===== src/rtl/mem_arbiter.sv =====
// Shares one single-port memory between instruction fetch and data access.
// Exactly one transaction is in flight. Data has priority, but a pending fetch is forced through after MAX_WAIT data issues.
module mem_arbiter #(
  parameter int ADDR_W   = 32,
  parameter int DATA_W   = 32,
  parameter int MAX_WAIT = 4
) (
  input  logic                clk,
  input  logic                reset,
  input  logic                if_req,
  input  logic [ADDR_W-1:0]   if_addr,
  output logic                if_gnt,
  output logic                if_rvalid,
  output logic [DATA_W-1:0]   if_rdata,
  input  logic                d_req,
  input  logic                d_we,
  input  logic [ADDR_W-1:0]   d_addr,
  input  logic [DATA_W-1:0]   d_wdata,
  input  logic [DATA_W/8-1:0] d_be,
  output logic                d_gnt,
  output logic                d_rvalid,
  output logic [DATA_W-1:0]   d_rdata,
  output logic                mem_req,
  output logic                mem_we,
  output logic [ADDR_W-1:0]   mem_addr,
  output logic [DATA_W-1:0]   mem_wdata,
  output logic [DATA_W/8-1:0] mem_be,
  input  logic                mem_ready,
  input  logic                mem_rvalid,
  input  logic [DATA_W-1:0]   mem_rdata,
  output logic [1:0]          state_dbg
);
  localparam int CNT_W = $clog2(MAX_WAIT + 1);
  localparam logic [CNT_W-1:0] CNT_MAX = CNT_W'(MAX_WAIT);

  typedef enum logic [1:0] {
    IDLE   = 2'd0,
    WAIT_I = 2'd1,
    WAIT_D = 2'd2
  } state_t;

  state_t           state, state_nxt;
  logic [CNT_W-1:0] starve_cnt;
  logic             fetch_win, data_win;

  // Handshake: a requester holds req and payload until its gnt. A gnt is given only in IDLE when mem_ready
  // accepts mem_req. The single response then comes back on the owner's rvalid, as a pass-through of mem_rvalid.
  always_comb begin
    fetch_win = if_req && (!d_req || starve_cnt == CNT_MAX);
    data_win  = d_req && !fetch_win;
  end

  always_comb begin
    state_nxt = state;
    mem_req   = 1'b0;
    mem_we    = 1'b0;
    mem_addr  = '0;
    mem_wdata = '0;
    mem_be    = '0;
    if_gnt    = 1'b0;
    d_gnt     = 1'b0;
    if_rvalid = 1'b0;
    if_rdata  = '0;
    d_rvalid  = 1'b0;
    d_rdata   = '0;
    if (!reset) begin
      unique case (state)
        IDLE: begin
          if (fetch_win) begin
            mem_req  = 1'b1;
            mem_addr = if_addr;
            mem_be   = '1;
          end else if (data_win) begin
            mem_req   = 1'b1;
            mem_we    = d_we;
            mem_addr  = d_addr;
            mem_wdata = d_wdata;
            mem_be    = d_be;
          end
          if (mem_req && mem_ready) begin
            if_gnt    = fetch_win;
            d_gnt     = data_win;
            state_nxt = fetch_win ? WAIT_I : WAIT_D;
          end
        end
        WAIT_I: begin
          if (mem_rvalid) begin
            if_rvalid = 1'b1;
            if_rdata  = mem_rdata;
            state_nxt = IDLE;
          end
        end
        WAIT_D: begin
          if (mem_rvalid) begin
            d_rvalid  = 1'b1;
            d_rdata   = mem_rdata;
            state_nxt = IDLE;
          end
        end
        default: state_nxt = IDLE;
      endcase
    end
  end

  // The starvation count only advances while a fetch is actually waiting behind a data issue.
  always_ff @(posedge clk) begin
    if (reset) begin
      state      <= IDLE;
      starve_cnt <= '0;
    end else begin
      state <= state_nxt;
      if (if_gnt) begin
        starve_cnt <= '0;
      end else if (d_gnt && if_req && starve_cnt != CNT_MAX) begin
        starve_cnt <= starve_cnt + CNT_W'(1);
      end
    end
  end

  assign state_dbg = state;

endmodule


===== config.mk =====
export PLATFORM = sky130hd
export DESIGN_NAME = mem_arbiter
export DESIGN_NICKNAME = d
export VERILOG_FILES = /design/src/rtl/mem_arbiter.sv
export SDC_FILE = /design/constraint.sdc
export NUM_CORES = 1
export LEC_CHECK = 0
export ABC_AREA = 1
export ABC_CLOCK_PERIOD_IN_PS = 2800
export CAP_MARGIN = 0
export CORE_AREA = 2 2 108 110
export CTS_CLUSTER_DIAMETER = 150
export DETAILED_ROUTE_END_ITERATION = 8
export DIE_AREA = 0 0 110 112
export PLACE_DENSITY = 0.64
export SYNTH_ARGS = -nofsm -noshare
export SYNTH_HDL_FRONTEND = slang
export SYNTH_SLANG_ARGS = --single-unit

===== constraint.sdc =====
create_clock -name clk -period 2.8 [get_ports clk]
set_clock_uncertainty 0.1 [all_clocks]
set_input_delay 0.42 -clock clk [delete_from_list [all_inputs] [get_ports clk]]
set_output_delay 0.42 -clock clk [all_outputs]
set_load 0.005 [all_outputs]

==> metrics.log <==
[metrics] maximum buffer depth of the clock tree: 2
[metrics] PortBufs: 278
[metrics] post-synthesis cell area: 1730 µm²
[metrics] largest net degree at the start of global routing: 35
[metrics] number of max-slew violations in the final report: 0
[metrics] register clock-pin slew on the reported worst setup and hold paths: 0.03 ns
[metrics] number of antenna violations at the first check in global routing: 3
[metrics] Critical Path End Type: primary output
[metrics] syn_nets: between 400 and 500
[metrics] Initial DRC Count: 129
[metrics] core region area: 11200 µm²
[metrics] Die Footprint: 12300 µm²
[metrics] combined global-route utilization of all metal layers: 0.160
[metrics] max frequency: 0.374 GHz
[metrics] utilization after layout: 0.434
[metrics] GR Overflow Total: 0
[metrics] clock insertion delay at the later pin of the skew report: 0.23 ns
[metrics] data required time at the worst endpoint: 2.28 ns
[metrics] CP Launch Type: input port
[metrics] hpwl dp: 9120 µm
[metrics] length of the first detailed-routing pass in iterations: 4
[metrics] number of nets in the layout: 777
[metrics] final period demand of the worst path: around 2.7 ns
[metrics] Total Neg Setup Slack: 0 ns
[metrics] Area Growth Syn to Fin: 181%
[metrics] leakage component of the power: about 0.002 µW
[metrics] maximum fanout along the worst path: 30
[metrics] HP Class: reg -> reg
[metrics] cell area power density: 264 nW/µm²
[metrics] first-pass GRT wire length: 15700 µm
[metrics] commonest non-fill, non-tap cell in the layout: sky130_fd_sc_hd__clkdlybuf4s50_1
[metrics] Yosys cell types: 19
[metrics] number of top-level pins: 279
[metrics] Setup CP Type: in -> out
[metrics] via count: around 3300
[metrics] RSZ-0062 raised after global routing: false
[metrics] share of the synthesized area in the top cell type: 0.241
[metrics] leading cell types in the layout, fill and taps excluded: sky130_fd_sc_hd__clkdlybuf4s50_1 (277), sky130_fd_sc_hd__nor2_1 (111), sky130_fd_sc_hd__nand2_1 (89)
[metrics] DRC violation count after routing: 0
[metrics] final weighted congestion of routability-driven global placement: 0.828
[metrics] number of synthesized register bits: 5
[metrics] horizontal extent of the die: 110 µm
[metrics] most area-hungry cell type in the Yosys netlist: sky130_fd_sc_hd__nor2_1
[metrics] max-cap check violation count: 0
[metrics] clock root buffer: sky130_fd_sc_hd__clkbuf_16
[metrics] height of the die: approximately 110 µm
[metrics] sinks on the clock net: 5
[metrics] via count of the first global-routing pass: about 3300
[metrics] Gate Count Post-Synth: 354
[metrics] final hold viol count: 0
[metrics] routed wire length per instance: 13.5 µm
[metrics] mean number of vias per cell: approximately 4.2
[metrics] PnR Total Power: 1280 µW
[metrics] remaining antenna violation count: 0
[metrics] effective utilization at floorplan: 0.155
[metrics] worst hold margin: 0.424 ns
[metrics] setup violation total in the final timing report: 0
[metrics] worst IR drop on VDD: 0.000182 V
[metrics] top post-synthesis cells by area: sky130_fd_sc_hd__nor2_1 (24%), sky130_fd_sc_hd__nand2_1 (19%), sky130_fd_sc_hd__a21oi_2 (10%), sky130_fd_sc_hd__inv_1 (9.3%), sky130_fd_sc_hd__nand2_2 (8.0%)
[metrics] post-route fraction of the period consumed by the critical path: 0.956
[metrics] fraction of final layout cells sized beyond drive strength 1: 0.114
[metrics] Least-Margin Pin Slew: 0.306 ns
[metrics] critical path data arrival time: around 2.2 ns
[metrics] num rows: 39
[metrics] Relative slew margins: 0.796
[metrics] CTS tree: built
[metrics] level count of the clock H-tree: 1
[metrics] total clock buffers created by CTS: 3
[metrics] mean area per synthesized cell: 4.88 µm²
[metrics] final wirelength: 10500 µm
[metrics] number of warnings reported in the yosys synthesis log: 0
[metrics] CTS hold repair buffers: 0
[metrics] result of the run: complete, no violations
[metrics] portion of the post-synthesis area used by sequential elements: 0.0579
## state kept, by name, summed over array words and instances (netlist names)
signal / cells
starve_cnt: 3
state_dbg: 2
## report_power, final
part / total (µW) / switching (µW) / leakage, µW / internal [µW]
Sequential: 88.7 / 8.18 / 0.0000407 / 80.5
Clock: 232 / 43.8 / 0.0000382 / 188
Combinational: 959 / 401 / 0.00192 / 559
## critical path, cell delays in order
cell,delay (ns)
sky130_fd_sc_hd__clkdlybuf4s50_1,0.50
sky130_fd_sc_hd__nor2_4,0.23
sky130_fd_sc_hd__inv_4,0.11
sky130_fd_sc_hd__buf_12,0.19
sky130_fd_sc_hd__a21oi_1,0.17
sky130_fd_sc_hd__clkdlybuf4s50_1,0.53
## cell usage after synthesis
cell and number:
sky130_fd_sc_hd__o21bai_4 1, sky130_fd_sc_hd__buf_6 1, sky130_fd_sc_hd__nor2_1 111, sky130_fd_sc_hd__inv_1 43, sky130_fd_sc_hd__ha_1 5, sky130_fd_sc_hd__and3_1 1
sky130_fd_sc_hd__buf_8 2, sky130_fd_sc_hd__clkbuf_1 4, sky130_fd_sc_hd__a21oi_1 20, sky130_fd_sc_hd__nand3_1 6, sky130_fd_sc_hd__dfxtp_1 5, sky130_fd_sc_hd__inv_2 4
sky130_fd_sc_hd__nand2_2 22, sky130_fd_sc_hd__a21oi_2 20, sky130_fd_sc_hd__o21ai_0 2, sky130_fd_sc_hd__nand2_1 89, sky130_fd_sc_hd__inv_4 1, sky130_fd_sc_hd__nor2_4 2
sky130_fd_sc_hd__buf_2 15
## routing by layer
| metal | up-vias | GRT usage | wire length, µm |
|---|---|---|---|
| met4 | 0 | 0.0532 | 189 |
| met2 | 190 | 0.302 | 5410 |
| met1 | 1445 | 0.167 | 3820 |
| met3 | 10 | 0.0427 | 1100 |
| met5 | - | 0 | 0 |
| li1 | 1605 | - | - |
## per-stage QoR
stage                     setup slack, ns  std cells  instance area [µm²]
after detailed placement           0.0782        770                 4750
after global placement              0.135        770                 4750
after global routing              0.00862        778                 4850
final                               0.124        778                 4850
after CTS                          0.0718        774                 4830
after floorplan                      1.01        354                 1730
## repair_timing
item,CTS,global route
setup endpoints to repair,0,6
gates resized for setup,0,3
setup buffers,0,1
hold endpoints to repair,0,0
## path summary, 6_finish.rpt
kind	cells past startpoint	from	endpoint	slack, ns
worst min register to register	2	state_dbg[1]	state_dbg[1]	0.42
worst min-delay path	2	state_dbg[1]	state_dbg[1]	0.42
worst max-delay path	6	reset	mem_be[1]	0.12
worst max register to register	9	state_dbg[0]	starve_cnt[0]	1.12
## cells by family after synthesis
kind of cell / after synthesis / synth area share
AOI/OAI and AO/OA: 43 / 0.176
adders and majority gates: 5 / 0.0362
buffers and inverters: 70 / 0.182
DFF: 5 / 0.0579
and+or+nand+nor: 231 / 0.548
## layout make-up
type	instances	area (µm²)
multi-input cells	279	1320
inverters	48	185
fillers	1168	6320
repair buffers	296	2980
diodes	3	7.51
flip-flops and latches	5	100
well taps	143	179
clock buffers	4	78.8
Note: power is estimated with default switching activity, not from simulation.
